### src/rtl/diferenca_pkg.sv
`default_nettype none
// ============================================================================
// Module   : diferenca_pkg
// Purpose  : Shared FSM encoding and width helper for the SAD accumulator.
// Revision : 1.0 - initial release
// ============================================================================
package diferenca_pkg;

    typedef enum logic [1:0] {
        ESPERA  = 2'd0,
        ACUMULA = 2'd1,
        FIM     = 2'd2
    } estado_t;

    // Ceiling log2; used to size the SAD so a full frame of maxima cannot overflow.
    function automatic int clog2(input int value);
        int r;
        r = 0;
        for (int i = 0; i < 31; i++) begin
            if ((1 << i) < value) begin
                r = i + 1;
            end
        end
        return r;
    endfunction

endpackage
`default_nettype wire

### src/rtl/diferenca_abs.sv
`default_nettype none
// ============================================================================
// Module   : diferenca_abs
// Purpose  : Combinational unsigned |A-B| with sign flag (1 when A<B).
// Revision : 1.0 - initial release
// ============================================================================
module diferenca_abs #(
    parameter int WIDTH = 4
) (
    input  logic [WIDTH-1:0] i_a,
    input  logic [WIDTH-1:0] i_b,
    output logic [WIDTH-1:0] o_dif,
    output logic             o_sinal
);

    logic w_menor;

    assign w_menor = (i_a < i_b);
    assign o_sinal = w_menor;
    assign o_dif   = w_menor ? (i_b - i_a) : (i_a - i_b);

endmodule
`default_nettype wire

### src/rtl/diferenca_acumulada.sv
`default_nettype none
// ============================================================================
// Module   : diferenca_acumulada
// Purpose  : Streamed |A-B| with registered output and per-frame SAD.
// Revision : 1.0 - initial release
// ============================================================================
module diferenca_acumulada
    import diferenca_pkg::*;
#(
    parameter  int WIDTH      = 4,
    parameter  int N_AMOSTRAS = 8,
    localparam int ACC_W      = WIDTH + clog2(N_AMOSTRAS)
) (
    input  logic             clk,
    input  logic             rst_n,
    input  logic             clear,
    input  logic             in_valid,
    output logic             in_ready,
    input  logic [WIDTH-1:0] A,
    input  logic [WIDTH-1:0] B,
    output logic             out_valid,
    input  logic             out_ready,
    output logic [WIDTH-1:0] dif,
    output logic             sinal,
    output logic             soma_valid,
    output logic [ACC_W-1:0] soma
);

    localparam int                 c_cnt_w  = clog2(N_AMOSTRAS);
    localparam logic [c_cnt_w-1:0] c_ultima = c_cnt_w'(N_AMOSTRAS - 1);
    localparam logic [c_cnt_w-1:0] c_um     = c_cnt_w'(1);

    logic [WIDTH-1:0]   w_dif;
    logic               w_sinal;
    logic [ACC_W-1:0]   w_dif_ext;
    logic               w_ready;
    logic               w_accept;

    logic               r_out_valid;
    logic [WIDTH-1:0]   r_dif;
    logic               r_sinal;
    logic               r_soma_valid;
    logic [ACC_W-1:0]   r_soma;
    logic [ACC_W-1:0]   r_acc;
    logic [c_cnt_w-1:0] r_count;
    estado_t            r_estado;

    diferenca_abs #(
        .WIDTH (WIDTH)
    ) u_abs (
        .i_a     (A),
        .i_b     (B),
        .o_dif   (w_dif),
        .o_sinal (w_sinal)
    );

    assign w_dif_ext = {{(ACC_W - WIDTH){1'b0}}, w_dif};
    assign w_ready   = ~clear & (~r_out_valid | out_ready);
    assign w_accept  = in_valid & w_ready;
    // Flops are already held in reset, so rst_n only needs to mask the port.
    assign in_ready  = rst_n & w_ready;

    assign out_valid  = r_out_valid;
    assign dif        = r_dif;
    assign sinal      = r_sinal;
    assign soma_valid = r_soma_valid;
    assign soma       = r_soma;

    // 1-deep output register; clear never touches it so a pending sample drains.
    always_ff @(posedge clk or negedge rst_n) begin
        if (!rst_n) begin
            r_out_valid <= 1'b0;
            r_dif       <= '0;
            r_sinal     <= 1'b0;
        end else if (w_accept) begin
            r_out_valid <= 1'b1;
            r_dif       <= w_dif;
            r_sinal     <= w_sinal;
        end else if (out_ready) begin
            r_out_valid <= 1'b0;
        end
    end

    always_ff @(posedge clk or negedge rst_n) begin
        if (!rst_n) begin
            r_estado     <= ESPERA;
            r_acc        <= '0;
            r_count      <= '0;
            r_soma       <= '0;
            r_soma_valid <= 1'b0;
        end else if (clear) begin
            r_estado     <= ESPERA;
            r_acc        <= '0;
            r_count      <= '0;
            r_soma_valid <= 1'b0;
        end else begin
            r_soma_valid <= 1'b0;
            case (r_estado)
                ESPERA, FIM: begin
                    r_acc   <= '0;
                    r_count <= '0;
                    if (w_accept) begin
                        r_acc    <= w_dif_ext;
                        r_count  <= c_um;
                        r_estado <= ACUMULA;
                    end else begin
                        r_estado <= ESPERA;
                    end
                end
                ACUMULA: begin
                    if (w_accept) begin
                        if (r_count == c_ultima) begin
                            r_soma       <= r_acc + w_dif_ext;
                            r_soma_valid <= 1'b1;
                            r_acc        <= '0;
                            r_count      <= '0;
                            r_estado     <= FIM;
                        end else begin
                            r_acc   <= r_acc + w_dif_ext;
                            r_count <= r_count + c_um;
                        end
                    end
                end
                default: begin
                    r_estado <= ESPERA;
                    r_acc    <= '0;
                    r_count  <= '0;
                end
            endcase
        end
    end

endmodule
`default_nettype wire

### config.mk
export PLATFORM = sky130hd
export DESIGN_NAME = diferenca_acumulada
export DESIGN_NICKNAME = d
export VERILOG_FILES = /design/src/rtl/diferenca_pkg.sv /design/src/rtl/diferenca_abs.sv /design/src/rtl/diferenca_acumulada.sv
export SDC_FILE = /design/constraint.sdc
export NUM_CORES = 1
export LEC_CHECK = 0
export ABC_AREA = 1
export CORE_MARGIN = 2
export CORE_UTILIZATION = 56
export CTS_CLUSTER_DIAMETER = 60
export DETAILED_ROUTE_END_ITERATION = 10
export PLACE_DENSITY = 0.84
export SLEW_MARGIN = 10
export SYNTH_ARGS = -nofsm -noshare
export SYNTH_HDL_FRONTEND = slang
export SYNTH_SLANG_ARGS = --single-unit
### constraint.sdc
create_clock -name clk -period 4 [get_ports clk]
set_input_delay 0.6 -clock clk [delete_from_list [all_inputs] [get_ports clk]]
set_output_delay 0.6 -clock clk [all_outputs]
set_load 0.01 [all_outputs]
## After elaboration in Yosys (flattened, before gate mapping)

Cells that the tools add are included.

| storage, ports and cells | value |
|---|---|
| bits in registers | 26 |
| input bits | 13 |
| output and inout port bits | 15 |
| logic and storage cells | 51 |

| operators by class | value |
|---|---|
| add/sub/neg operators | 4 |
| $lt $le $gt $ge | 1 |
| equal/unequal tests | 5 |
| multiplexer cells | 22 |
| bitwise operators | 6 |
| reductions and logical operators | 5 |

Operators with widths:

| cell | number |
|---|---|
| $mux 7 | 3 |
| $pmux 7 s2 | 1 |
| $mux 3 | 3 |
| $mux 1 | 8 |
| $mux 4 | 2 |
| $sub 4x4->4 | 2 |
| $add 7x4->7 | 1 |
| $mux 2 | 3 |
| $ne 3x3->1 const B | 2 |
| $pmux 3 s2 | 1 |
| $lt 4x4->1 | 1 |
| $pmux 2 s2 | 1 |
| $reduce_and 4->1 | 1 |
| $add 3x1->3 const B | 1 |
| $and 1x1->1 | 3 |
| $eq 3x3->1 const B | 1 |
| $eq 2x1->1 const B | 1 |
| $eq 2x2->1 const B | 1 |
| $logic_not 2->1 | 1 |
| $not 1->1 | 2 |
| $reduce_and 2->1 | 1 |
| $reduce_bool 2->1 | 1 |
| $reduce_or 2->1 | 1 |
| $or 1x1->1 | 1 |

## Logic depth before layout (Yosys ltp)

| depth | value |
|---|---|
| depth in word-level cells | 7 |
| mapped depth | 18 |
| mapped depth without buffers | 18 |

## By module

Synthesis repeated with hierarchy kept, for this count alone.

| second synthesis, totals | value |
|---|---|
| cell total of the unflattened synthesis | 218 |
| area total of the unflattened synthesis | 1717.9 µm² |

By module, submodules not included:

| module | times used | cells an instance | area each (µm²) |
|---|---|---|---|
| diferenca_acumulada | 1 | 172 | 1397.6 |
| diferenca_abs | 1 | 46 | 320.3 |

## Worst setup path after synthesis

Ideal clock, no wire load.

| path | value |
|---|---|
| kind | input to register |
| start | input port A[0] |
| end | register r_soma[6] (netlist: soma[6]) |
| library setup time | 0.065 ns |
| arrival time | 2.653 ns |
| data required time | 3.935 ns |
| slack | 1.282 ns |
| stages | 18 |
| path through | inv_1 > ha_1 > inv_1 > fa_1 > nand3_1 > nand2_2 > inv_1 > nand3_1 > nand2_1 > inv_1 > ha_1 > nand2_1 > o21ai_1 > nand2_1 > nor2_1 > xor2_1 > nand2_1 > nand2_1 |

| between the ends | value |
|---|---|
| cells in the longest elaborated chain, start to end | 3 |
| elaborated cells between the ends (all ways) | 5 |
| those cells by class | add/sub: 3; order compare: 1; mux: 1 |

Ends and longest elaborated chain:

| element | line | source |
|---|---|---|
| from (decl) | diferenca_acumulada.sv:19 | `input logic [WIDTH-1:0] A,` |
| $sub 4x4->4 or $lt 4x4->1 (tied branches) | diferenca_abs.sv:20, diferenca_abs.sv:18 |  |
| $mux 4 * | diferenca_abs.sv:20 | `assign o_dif = w_menor ? (i_b - i_a) : (i_a - i_b);` |
| net u_abs.o_dif[3] | diferenca_abs.sv:12 | `output logic [WIDTH-1:0] o_dif,` |
| $add 7x4->7 * | diferenca_acumulada.sv:113 | `r_soma <= r_acc + w_dif_ext;` |
| to (signal assigned) | diferenca_acumulada.sv:113 |  |
| to (decl) | diferenca_acumulada.sv:43 | `logic [ACC_W-1:0] r_soma;` |

Mark *: on every way through the listed nets, which the timed path passes. The rest lies on a longest branch.
A chain may end at the register's enable or synchronous reset.

## Final worst setup path

| path | value |
|---|---|
| start | input port A[0] |
| end | register r_acc[6] |

| between the ends | value |
|---|---|
| cells in the longest elaborated chain, start to end | 7 |
| elaborated cells between the ends (all ways) | 9 |
| those cells by class | add/sub: 3; order compare: 1; mux: 5 |

Ends and longest elaborated chain:

| element | line | source |
|---|---|---|
| $sub 4x4->4 or $lt 4x4->1 (tied branches) | diferenca_abs.sv:20, diferenca_abs.sv:18 |  |
| $mux 4 * | diferenca_abs.sv:20 |  |
| net u_abs.o_dif[3] | diferenca_abs.sv:12 |  |
| $add 7x4->7 * | diferenca_acumulada.sv:119 | `r_acc <= r_acc + w_dif_ext;` |
| $mux 7 * | diferenca_acumulada.sv:112 | `if (r_count == c_ultima) begin` |
| $mux 7 * | diferenca_acumulada.sv:111 | `if (w_accept) begin` |
| $pmux 7 s2 * | diferenca_acumulada.sv:98 | `case (r_estado)` |
| $mux 7 * | diferenca_acumulada.sv:91 | `end else if (clear) begin` |
| to (signal assigned) | diferenca_acumulada.sv:103 | `r_acc <= w_dif_ext;` |
| to (signal assigned) | diferenca_acumulada.sv:119 |  |
| to (decl) | diferenca_acumulada.sv:44 | `logic [ACC_W-1:0] r_acc;` |

Mark *: on every way through the listed nets, which the timed path passes. The rest lies on a longest branch. The select of a mux whose other input is x is not followed.

==> out/qor.yml <==
setup_path:
  cp.required_ns: 4.28
  r2r_slack_ns: 2.20
  reg2reg_from: "r_acc[0]"
  cp-start-kind: "input port"
  r2r_cells: 9
  arrival_ns: 3.31
  crit_path_end_kind: "flop"
  path_class: "in -> reg"
  regToRegEndpoint: "r_acc[6]"
  cp_max_fo: 6
logic_synthesis:
  synth.top_cells.by_count: "nand2_1 (65), dfrtp_1 (26), inv_1 (26)"
  synthMuxAreaShare_pct: 0
  syn_area_per_cell_sq_um: 8.24
  ys_seq_area_share_pct: 41.1
  synthCells: 192
  synthArstFlopShare_pct: 100
  synth_area_sq_mm: 0.00158
  synth_compound_area_share_pct: 8.31
  yosys.area_share.simple_pct: 25.1
  synth_warnings: 0
  synth.ff_latch_count: 26
  synth_flop_cell: "dfrtp_1"
  yosysMostFrequentCell: "nand2_1"
  synth-xor-area-share_pct: 3.32
  synth_top_area_cell: "dfrtp_1"
  yosys.area_share.adder_pct: 14.1
  synth_top_family_by_area: "simple AND/OR/NAND/NOR gates"
  yosysTopAreaCellShare_pct: 41.1
  synth-edff-count: 0
  synth_cell_types: 28
  synth_area_leaders: "dfrtp_1 (41%), nand2_1 (15%), ha_1 (10%)"
  synth.net_count: 221
global_route:
  gr-total-overflow: 0
  grt_pass1_wl_um: 5550
  grt_use_total_pct: 22.4
  grt_max_degree: 27
  grt_pass1_vias: 1292
  antenna_found_initial: 0
clock_tree:
  clkTransAtPathRegs_ns: 0.14
  worstSkewPairLatency_ns: 0.33
  ctsHoldBuffers: 0
  clk_path_buf_depth: 2
  numClockSinks: 26
  cts_resized: 0
  cts_root_buf: "clkbuf_4"
  post-cts-setup-buffer-count: 0
  tritoncts: "done"
  htree_levels: 1
  cts_buffers: 3
final_layout:
  area_delta_synth_final_pct: 21.5
  fin_nets: 252
  final_layout_size_suffix_gt1_share_pct: 7.66
  n_antenna_cell: 0
  fillers: 217
placement:
  routabilityCongestion: 0.866
  hpwl_um: 2530
  port_buffers: 27
die:
  die-area_sq_mm: 0.00326
  fp.dieW_um: 57.1
  design.portCount: 28
  start_util_pct: 58.4
  die_height_um: 57.1
  row_count: 19
  core_sq_mm: 0.00271
timing:
  fmax_mhz: 330
  tightest_slew_ns: 0.374
  finClkSkew_ns: 0.00508
  max_slew_margin_pct: 75.0
  final-setup-viol-count: 0
  fin_crit_sh_pct: 75.8
  setup-tns-final_ns: 0
  rsz0062_at_grt: "false"
  drv_slew: 0
  hold_violations: 0
  post-route-min-period_ns: 3.03
  hold_ws_ns: 0.488
power_and_ir_drop:
  leakage_nw: 1.05
  ir_drop_mv: 0.285
  p_per_area_mw_per_mm2: 377
drt:
  ant_nets: 0
  wire_per_inst_um: 12.5
  routed_wirelength_um: 3150
  drc: 0
  first_pass_iters: 4
  drt_iter0_markers: 48
  num_vias: 1328
  viasPerCell: 5.25
worst_hold_path:
  hold_depth: 2
  min_from: "soma[0]"
  min_delay_worst_endpoint: "soma[0]"
  min_path_type: "reg -> reg"
outcome:
  status: "finished clean"
run:
  cap_viol_max_count: 0
## flip-flops by register name (all words and copies together), names as in the netlist
signal / count
r_acc: 7
soma: 7
dif: 4
r_count: 3
r_estado: 2
out_valid: 1
sinal: 1
soma_valid: 1
## per-stage QoR
step | util, % | setup slack, ns | std cells | total power, mW | cell area, sq um
global placement | 69.6 | 0.721 | 249 | 0.583 | 1890
CTS | 70.9 | 0.986 | 253 | 0.731 | 1920
global route | 70.9 | 0.664 | 253 | 0.776 | 1920
detailed placement | 69.6 | 0.640 | 249 | 0.594 | 1890
finish | 70.9 | 0.970 | 253 | 0.724 | 1920
floorplan | - | 1.28 | 192 | 0.495 | 1580
## critical path, stage by stage
cell             delay [ns]
clkdlybuf4s50_1        0.43
inv_1                  0.07
ha_1                   0.14
inv_1                  0.06
fa_1                   0.40
nand3_1                0.11
nand2_2                0.10
inv_1                  0.09
nand3_1                0.09
nand2_1                0.08
inv_1                  0.04
ha_1                   0.33
nand2_1                0.08
o21ai_1                0.18
nand2_1                0.07
nor2_1                 0.11
xor2_1                 0.19
nand2_1                0.07
nand2_1                0.06
## per-layer routing
layer | vias up | wire (um) | track usage [%] | part of all wire, %
met2 | 32 | 1560 | 35.5 | 49
li1 | 664 | - | - | -
met4 | 0 | 102 | 14.0 | 3.2
met3 | 7 | 180 | 4.31 | 5.7
met1 | 625 | 1310 | 28.2 | 42
met5 | - | 0 | 0 | 0
## kinds of logic (layout without fill, tap and decap cells)
logic type      after synthesis  after routing
flops                        26             26
simple gates                 91             91
xor+xnor                      6              6
fa+ha+maj                    16             16
buf+inv                      32             62
compound gates               21             21
## worst max-delay path by stage
stage,from,endpoint,slack (ns),cells past startpoint
floorplan,A[0],soma[6],1.28,18
global placement,B[0],soma[6],0.72,18
detailed placement,A[0],soma[6],0.64,19
CTS,A[0],r_acc[6],0.99,19
global route,A[0],soma[6],0.66,19
finish,A[0],r_acc[6],0.97,19
## power by group
| part | switching [mW] | internal [mW] |
|---|---|---|
| registers | 0.0212 | 0.294 |
| clock network | 0.0809 | 0.0559 |
| logic | 0.154 | 0.119 |
## cells in the final DEF, fill, tap and decap left out, types with 4 or more instances in the layout
master,instances
nand2_1,65
clkdlybuf4s50_1,27
inv_1,26
dfrtp_1,26
nand3_1,14
ha_1,13
a21oi_1,6
o21ai_0,6
nor2_1,4
## layout make-up
cell class	instances	area [sq um]	area share [%]
flip-flops and latches	26	651	33.9
clock buffers	4	36.3	1.89
inverters	30	115	5.99
well taps	31	38.8	2.02
repair buffers	28	278	14.5
multi-input cells	134	803	41.8
(Power assumes the default switching activity.)
